**config.mk**
```make
export PLATFORM = sky130hd
export DESIGN_NAME = fyp_rx_monitor
export DESIGN_NICKNAME = d
export VERILOG_FILES = /design/src/rtl/fyp_rx_monitor.sv
export SDC_FILE = /design/constraint.sdc
export NUM_CORES = 1
export LEC_CHECK = 0
export CORE_ASPECT_RATIO = 1.75
export CORE_MARGIN = 1
export CORE_UTILIZATION = 52
export CTS_CLUSTER_DIAMETER = 50
export CTS_CLUSTER_SIZE = 16
export DETAILED_ROUTE_END_ITERATION = 8
export GPL_TIMING_DRIVEN = 0
export PLACE_DENSITY = 0.92
export SYNTH_ARGS = -nofsm -noshare
export SYNTH_HDL_FRONTEND = slang
export SYNTH_SLANG_ARGS = --single-unit
```
**constraint.sdc**
```tcl
create_clock -name clk -period 15.7 [get_ports clk]
set_clock_uncertainty 0.2 [all_clocks]
set_input_delay 2.355 -clock clk [delete_from_list [all_inputs] [get_ports clk]]
set_output_delay 2.355 -clock clk [all_outputs]
set_load 0.03 [all_outputs]
```
**src/rtl/fyp_rx_monitor.sv**
```systemverilog
// Avalon-ST receive sink for the TSE MAC: checks framing, length and MAC error
// flags per frame and keeps saturating good/bad/protocol/byte statistics.
module fyp_rx_monitor #(
    parameter int CNT_W      = 32,
    parameter int BYTE_CNT_W = 48,
    parameter int MIN_LEN    = 60,
    parameter int MAX_LEN    = 1514,
    parameter int SHIFT16    = 0
) (
    input  logic                  clk,
    input  logic                  reset,
    input  logic                  enable,
    input  logic                  clear_stats,
    input  logic [31:0]           eth_ast_rx_data,
    input  logic                  eth_ast_rx_sop,
    input  logic                  eth_ast_rx_eop,
    input  logic [1:0]            eth_ast_rx_empty,
    input  logic [5:0]            eth_ast_rx_err,
    input  logic                  eth_ast_rx_valid,
    output logic                  eth_ast_rx_rdy,
    output logic [CNT_W-1:0]      good_frame_cnt,
    output logic [CNT_W-1:0]      bad_frame_cnt,
    output logic [CNT_W-1:0]      proto_err_cnt,
    output logic [BYTE_CNT_W-1:0] good_byte_cnt,
    output logic [15:0]           last_frame_len,
    output logic                  frame_done,
    output logic                  frame_good,
    output logic                  rx_active
);

    typedef enum logic [1:0] {IDLE, IN_FRAME, DROP} state_t;

    localparam logic [15:0] MIN_L = 16'(MIN_LEN);
    localparam logic [15:0] MAX_L = 16'(MAX_LEN);
    localparam int          SUM_W = ((BYTE_CNT_W > 16) ? BYTE_CNT_W : 16) + 1;

    state_t                  state_reg, state_next;
    logic [15:0]             len_reg, len_next;
    logic                    rdy_reg;
    logic                    done_next, trunc_next, proto_next, good_next;
    logic [15:0]             acc_final, final_len;
    logic [2:0]              tail_bytes;
    logic [16:0]             sum_tail, sum_full;
    logic [15:0]             sat_tail, sat_full;
    logic                    accept;
    logic [SUM_W-1:0]        byte_sum;
    logic [BYTE_CNT_W-1:0]   byte_cnt_reg;
    logic [15:0]             last_len_reg;
    logic                    done_reg, good_reg;

    // Event counters: [0] good frames, [1] bad frames, [2] protocol errors
    logic [CNT_W-1:0]        cnt_reg [3];
    logic [2:0]              cnt_inc;

    assign accept     = eth_ast_rx_valid & rdy_reg;
    assign tail_bytes = 3'd4 - {1'b0, eth_ast_rx_empty};
    assign sum_tail   = {1'b0, len_reg} + {14'd0, tail_bytes};
    assign sum_full   = {1'b0, len_reg} + 17'd4;
    assign sat_tail   = sum_tail[16] ? 16'hFFFF : sum_tail[15:0];
    assign sat_full   = sum_full[16] ? 16'hFFFF : sum_full[15:0];

    always_comb begin
        state_next = state_reg;
        len_next   = len_reg;
        done_next  = 1'b0;
        trunc_next = 1'b0;
        proto_next = 1'b0;
        acc_final  = len_reg;
        if (accept) begin
            case (state_reg)
                IDLE, DROP: begin
                    if (eth_ast_rx_sop) begin
                        if (eth_ast_rx_eop) begin
                            done_next  = 1'b1;
                            acc_final  = {13'd0, tail_bytes};
                            state_next = IDLE;
                            len_next   = 16'd0;
                        end else begin
                            state_next = IN_FRAME;
                            len_next   = 16'd4;
                        end
                    end else if (state_reg == IDLE) begin
                        proto_next = 1'b1;
                        state_next = eth_ast_rx_eop ? IDLE : DROP;
                    end else if (eth_ast_rx_eop) begin
                        state_next = IDLE;
                    end
                end
                IN_FRAME: begin
                    if (eth_ast_rx_sop) begin
                        // Old frame is cut short; a sop+eop restart is discarded with it
                        proto_next = 1'b1;
                        done_next  = 1'b1;
                        trunc_next = 1'b1;
                        acc_final  = len_reg;
                        state_next = eth_ast_rx_eop ? IDLE : IN_FRAME;
                        len_next   = eth_ast_rx_eop ? 16'd0 : 16'd4;
                    end else if (eth_ast_rx_eop) begin
                        done_next  = 1'b1;
                        acc_final  = sat_tail;
                        state_next = IDLE;
                        len_next   = 16'd0;
                    end else begin
                        len_next   = sat_full;
                    end
                end
                default: begin
                    state_next = IDLE;
                    len_next   = 16'd0;
                end
            endcase
        end
    end

    always_comb begin
        final_len = acc_final;
        if (SHIFT16 != 0) begin
            final_len = (acc_final >= 16'd2) ? (acc_final - 16'd2) : 16'd0;
        end
        good_next = !trunc_next && (eth_ast_rx_err == 6'd0) &&
                    (final_len >= MIN_L) && (final_len <= MAX_L);
        cnt_inc   = {proto_next, done_next & ~good_next, done_next & good_next};
        byte_sum  = SUM_W'(byte_cnt_reg) + SUM_W'(final_len);
    end

    always_ff @(posedge clk) begin
        if (reset) begin
            state_reg    <= IDLE;
            len_reg      <= 16'd0;
            rdy_reg      <= 1'b0;
            done_reg     <= 1'b0;
            good_reg     <= 1'b0;
            last_len_reg <= 16'd0;
            byte_cnt_reg <= '0;
        end else begin
            state_reg <= state_next;
            len_reg   <= len_next;
            // A frame in progress always drains, even after enable drops
            rdy_reg   <= enable | (state_reg != IDLE);
            done_reg  <= done_next;
            good_reg  <= done_next & good_next;
            if (done_next) begin
                last_len_reg <= final_len;
            end
            if (clear_stats) begin
                byte_cnt_reg <= '0;
            end else if (done_next && good_next) begin
                if (byte_sum > SUM_W'({BYTE_CNT_W{1'b1}})) begin
                    byte_cnt_reg <= '1;
                end else begin
                    byte_cnt_reg <= byte_sum[BYTE_CNT_W-1:0];
                end
            end
        end
    end

    generate
        for (genvar gi = 0; gi < 3; gi++) begin : g_cnt
            always_ff @(posedge clk) begin
                if (reset || clear_stats) begin
                    cnt_reg[gi] <= '0;
                end else if (cnt_inc[gi] && !(&cnt_reg[gi])) begin
                    cnt_reg[gi] <= cnt_reg[gi] + CNT_W'(1);
                end
            end
        end
    endgenerate

    assign eth_ast_rx_rdy = rdy_reg;
    assign good_frame_cnt = cnt_reg[0];
    assign bad_frame_cnt  = cnt_reg[1];
    assign proto_err_cnt  = cnt_reg[2];
    assign good_byte_cnt  = byte_cnt_reg;
    assign last_frame_len = last_len_reg;
    assign frame_done     = done_reg;
    assign frame_good     = good_reg;
    assign rx_active      = (state_reg != IDLE);

endmodule

```
# Word-level counts from Yosys, hierarchy flattened
# Memory sizes are Yosys's and may differ from the RTL's.
# Index checks and enable logic that the tools add are counted.
dict set report word_totals {
  reg_bits 85
  ramBits 96
  inputBits 47
  output_inout_bits 164
  word_cells 97
  mem_count 1
}
dict set report op_classes {
  addsub 7
  n_lt_le_gt_ge 3
  eq_ne 3
  muxes 47
  n_bitwise 8
  n_reduce_logical 21
}
# memory words width read_ports rd_ports_with_merged_regs wr line
set mem_list {}
lappend mem_list {cnt_reg 3 32 3 0 3 52} ;# logic [CNT_W-1:0] cnt_reg [3];
# operator count
set ops {}
lappend ops {{two-way mux 16 bit} 10}
lappend ops {{adder 32 x 1 -> 32 bit, second input constant} 3}
lappend ops {{two-way mux 32 bit} 3}
lappend ops {{AND reduction 32 bit} 3}
lappend ops {{one-hot mux 16 bit (2 select lines)} 2}
lappend ops {{adder 48 x 16 -> 49 bit} 1}
lappend ops {{> comparator 49 x 48 -> 1 bit, second input constant} 1}
lappend ops {{two-way mux 48 bit} 1}
lappend ops {{two-way mux 1 bit} 22}
lappend ops {{adder 16 x 3 -> 17 bit} 1}
lappend ops {{adder 16 x 3 -> 17 bit, second input constant} 1}
lappend ops {{>= comparator 16 x 6 -> 1 bit, second input constant} 1}
lappend ops {{<= comparator 16 x 11 -> 1 bit, second input constant} 1}
lappend ops {{two-way mux 2 bit} 5}
lappend ops {{logical AND 1 bit} 7}
lappend ops {{zero test 6 bit} 1}
lappend ops {{zero test 1 bit} 4}
lappend ops {{OR 1 bit} 4}
lappend ops {{one-hot mux 1 bit (2 select lines)} 2}
lappend ops {{one-hot mux 2 bit (2 select lines)} 1}
lappend ops {{OR reduction 2 bit} 2}
lappend ops {{AND 1 bit} 3}
lappend ops {{two-way mux 3 bit} 1}
lappend ops {{subtractor 3 x 2 -> 3 bit, first input constant} 1}
lappend ops {{other kinds (8)} 8}

# Longest topological paths before layout
dict set report depth {
  depth_word 17
  mapped_depth 22
  ltp_nobuf 20
}

# Least setup slack after synthesis
# OpenSTA, ideal clock, no wires.
dict set report synth_path {
  kind {input port to flip-flop}
  start {in eth_ast_rx_empty[0]}
  end {mem cnt_reg[1][0], enable pin}
  setup_ps 466
  t_arrival_ps 7583
  required_ps 15034
  path_slack_ps 7451
  path_stages 15
  n_path_buf 2
  cell_sequence {inv_1 ha_1 inv_1 fa_1 and2b_1 o211ai_2 o31ai_1 o32ai_1 or3_1 a311o_1 buf_2 o21ai_2 buf_2 nor2_1 o21ai_0}
}
# element line
set synth_rtl {}
lappend synth_rtl {{start: declaration} 17} ;# input logic [1:0] eth_ast_rx_empty,
lappend synth_rtl {{end: declaration} 52}

# Worst setup path after layout
dict set report layout_path {
  start {in eth_ast_rx_empty[0]}
  end {reg byte_cnt_reg[41], in the netlist good_byte_cnt[41]}
}
dict set report layout_via {
  elab_chain_len 11
  word_cells_on_any_way 17
  cone_classes {add/sub (3); order compare (3); mux (8); reduce/logical (3)}
}
# element line
set layout_lines {}
lappend layout_lines {{subtractor 3 x 2 -> 3 bit (*)} 56} ;# assign tail_bytes = 3'd4 - {1'b0, eth_ast_rx_empty};
lappend layout_lines {{adder 16 x 3 -> 17 bit} 57} ;# assign sum_tail = {1'b0, len_reg} + {14'd0, tail_bytes};
lappend layout_lines {{two-way mux 16 bit} 59} ;# assign sat_tail = sum_tail[16] ? 16'hFFFF : sum_tail[15:0];
lappend layout_lines {{two-way mux 16 bit} 98} ;# end else if (eth_ast_rx_eop) begin
lappend layout_lines {{two-way mux 16 bit} 90} ;# if (eth_ast_rx_sop) begin
lappend layout_lines {{one-hot mux 16 bit (2 select lines) (*)} 70} ;# case (state_reg)
lappend layout_lines {{two-way mux 16 bit (*)} 69} ;# if (accept) begin
lappend layout_lines {{via acc_final[0]} 41} ;# logic [15:0] acc_final, final_len;
lappend layout_lines {{branches (longest 4 deep; another with adder 48 x 16 -> 49 bit)} -}
lappend layout_lines {{end signal: assignment} 151} ;# byte_cnt_reg <= byte_sum[BYTE_CNT_W-1:0];
lappend layout_lines {{end: declaration} 47} ;# logic [BYTE_CNT_W-1:0] byte_cnt_reg;
# Mark *: on every way through the listed nets, which the timed path passes.
# A chain may end at the register's enable or synchronous reset.

==> reports/metrics.yaml <==
status: "completed"
insertion_delay_ns: 0.46
htree_levels: 4
clkTransAtPathRegs_ns: 0.07
min_path_type: "reg -> reg"
rsz0062_at_grt: "false"
power_frac_clock_pct: 41.8
drive_gt1_share_pct: 7.20
max_freq_mhz: 115
criticalPathCategory: "in -> reg"
cp_max_fo: 10
maxCapViolCount: 0
fin_nets: 1532
synth_edf_count: 96
async_reset_ff_share_pct: 0
netlist.top_cell.by_area: "edfxtp_1"
synth_xor_area_share_pct: 8.24
antenna_found_initial: 0
vias_per_cell: 6.46
synth_area_um2: 11200
synth-main-ff-cell: "edfxtp_1"
die_y_um: 196
synth_cell_types: 88
drc: 0
vias: 11100
port_buffers: 178
synth_nets: 1334
ys_seq_area_share_pct: 40.9
slew_violations: 0
avgRoutedWirePerCell_um: 21.3
gp_congestion: 1.00
largest_reg_flops: 96
diodes: 0
crit_slowest_cell: "a31oi_1"
fp.coreArea_um2: 20900
avgSynthCellArea_um2: 8.86
synth_seq_cells: 180
track_usage_pct: 34.0
p_per_area_nw_per_um2: 76.7
grt_overflow: 0
p_switching_w: 0.000283
power_leakage_nw: 4.67
syn_to_final_growth_pct: 24.4
setup_tns_ns: 0
die_x_um: 113
crit_chain: "clkdlybuf4s50_1 -> inv_1 -> ha_1 -> inv_1 -> fa_1 -> and2b_1 -> o211a_1 -> and2_1 -> o41ai_1 -> o21ai_0 -> ha_1 -> fa_1 -> a211oi_1 -> o21bai_1 -> a311o_1 -> a31oi_1 -> or2_2 -> clkbuf_1 -> clkbuf_1 -> o21ai_0 -> a41oi_1 -> a211oi_1"
ant_nets: 0
worstPathArrival_ns: 8.82
required_ns: 15.80
post_cts_buffers: 0
cts_buffer_depth: 2
slew_headroom_pct: 10.2
drt_iter0_drc: 966
dpl.hpwl_um: 27700
setup_viol: 0
synth_mux_area_share_pct: 0.538
hold_viol_final: 0
cts_made_buffers: 17
start_util_pct: 53.3
die_area_um2: 22100
end_kind: "register"
start_kind: "primary input"
max-vdd-ir-drop_v: 0.0000707
max_stage_delay_ns: 0.59
syn_inst: 1261
worst_slew_pin_slew_ns: 1.34
cts_sinks: 180
synthTopCellsByArea: "edfxtp_1, dfxtp_1, nor2_1, xor2_1, nand2_1"
num_io_pins: 211
yosys_warnings: 0
layout.cells.non_filler: 1724
synth_compound_area_share_pct: 17.1
path_buf_inv: 5
synth_simple_gate_area_share_pct: 26.1
grt_max_degree: 33
cp_top_family: "compound AO/OA/AOI/OAI gates"
grt_pass1_vias: 11100
intPower_w: 0.000781
post-place-cells: 1692
grt_pass1_wl_um: 57900
rows: 70
cts_hold_buf: 0
period_share_pct: 55.5
power_frac_seq_pct: 49.1
wl_um: 36800
cts_tree: "built"
comb_power_share_pct: 9.1
switching_share_pct: 26.6
drtPass1Iterations: 7
synth_fa_ha_area_share_pct: 3.05
synth_top_family_by_area: "simple AND/OR/NAND/NOR gates"
final.min_clock_period_ns: 8.72
cts_resized: 0
yosysTopAreaCellShare_pct: 25.8
fillCellCount: 1632
cts_root_buf: "clkbuf_16"
worst paths after layout:
kind / startpoint / end / cells after the start / slack [ns]
max reg2reg: len_reg[0] / good_byte_cnt[41] / 20 / 9.15
min reg2reg: last_frame_len[1] / last_frame_len[1] / 2 / 0.26
max: eth_ast_rx_empty[0] / good_byte_cnt[41] / 22 / 6.98
min: last_frame_len[1] / last_frame_len[1] / 2 / 0.26
layout by cell type (no fill, tap or decap), types with 16 or more instances in the layout:
master / synthesis / final
o21ai_0: 43 / 42
nand3_1: 74 / 74
nor3_1: 68 / 68
buf_2: 20 / 20
inv_1: 25 / 25
a211oi_1: 16 / 16
edfxtp_1: 96 / 96
o21a_1: 19 / 19
nand4_1: 31 / 31
nand2_1: 121 / 121
nor2_1: 147 / 147
xor2_1: 63 / 63
clkbuf_16: 0 / 17
a21oi_1: 65 / 65
ha_1: 24 / 24
a31oi_1: 19 / 19
xnor2_1: 42 / 42
and3_1: 30 / 30
clkdlybuf4s50_1: 0 / 178
clkbuf_1: 46 / 46
dfxtp_1: 84 / 84
power by group through the flow:
stage	Combinational [W]	Sequential, W	Clock [W]
2_1_floorplan	0.0000315	0.000554	0
3_3_place_gp	0.0000934	0.000532	0
3_5_place_dp	0.0000954	0.000533	0
4_1_cts	0.0000961	0.000523	0.000444
5_1_grt	0.000102	0.000525	0.000466
6_report	0.0000969	0.000523	0.000445
per-layer routing:
layer  routed length, um  share of wire, %  global-route usage, %
met5                   0                 0                      0
met2               18800                51                   60.4
met3                2450               6.7                   7.26
met4                3110               8.4                   28.5
met1               12400                34                   33.3
Yosys cell counts, drive strengths merged (5+ instances only):
cell     number
xnor2        42
a31oi        19
a41oi        11
xor2         63
edfxtp       96
dfxtp        84
a21oi        65
a21o          5
o211ai        7
o311ai       10
mux2i         6
and3         30
nor2        149
inv          25
ha           24
or3          13
nor2b         6
clkbuf       46
o21a         21
nand3        75
a32oi         6
a211oi       19
nand2b        7
nor3         80
and2         13
or2           6
o211a         5
nand2       122
or4           6
buf          31
nor4         16
nand4        33
and4          9
o41ai         6
o21ai        50
o2111ai       5
worst min-delay path, delay by kind of cell, from the launching register on:
| family | cells | cell delay (ns) |
|---|---|---|
| compound gates | 1 | 0.05 |
| simple gates | 1 | 0.05 |
| flops | 1 | 0.31 |
area by class of cell:
cell class                      count  area, um2  share of cell area (%)
Buffer                             77        359                    2.59
Sequential cell                   180       4560                    32.9
Multi-Input combinational cell    979       6160                    44.4
Clock inverter                     15        168                    1.21
Clock buffer                       17        425                    3.06
Tap cell                          252        315                    2.27
Inverter                           25       93.8                   0.676
Timing Repair Buffer              179       1800                    13.0
logic make-up (layout without fill, tap and decap cells):
family	Yosys count	in the layout
AOI/OAI and AO/OA	268	268
xor gates and xnor gates	105	105
muxes	6	6
buffers and inverters	102	313
adders and majority gates	26	26
DFF	180	180
and+or+nand+nor	574	574
metrics by stage:
step	setup WS, ns	util [%]	hold slack, ns	power (W)	instance area, um2
final	6.98	66.3	0.260	0.00106	13900
after detailed placement	6.70	63.5	0.249	0.000628	13300
after global routing	6.56	66.3	0.286	0.00109	13900
after global placement	5.22	63.4	0.243	0.000626	13300
after floorplan	7.45	-	0.321	0.000585	11200
after CTS	7.13	66.3	0.261	0.00106	13900
(Power assumes the default switching activity.)
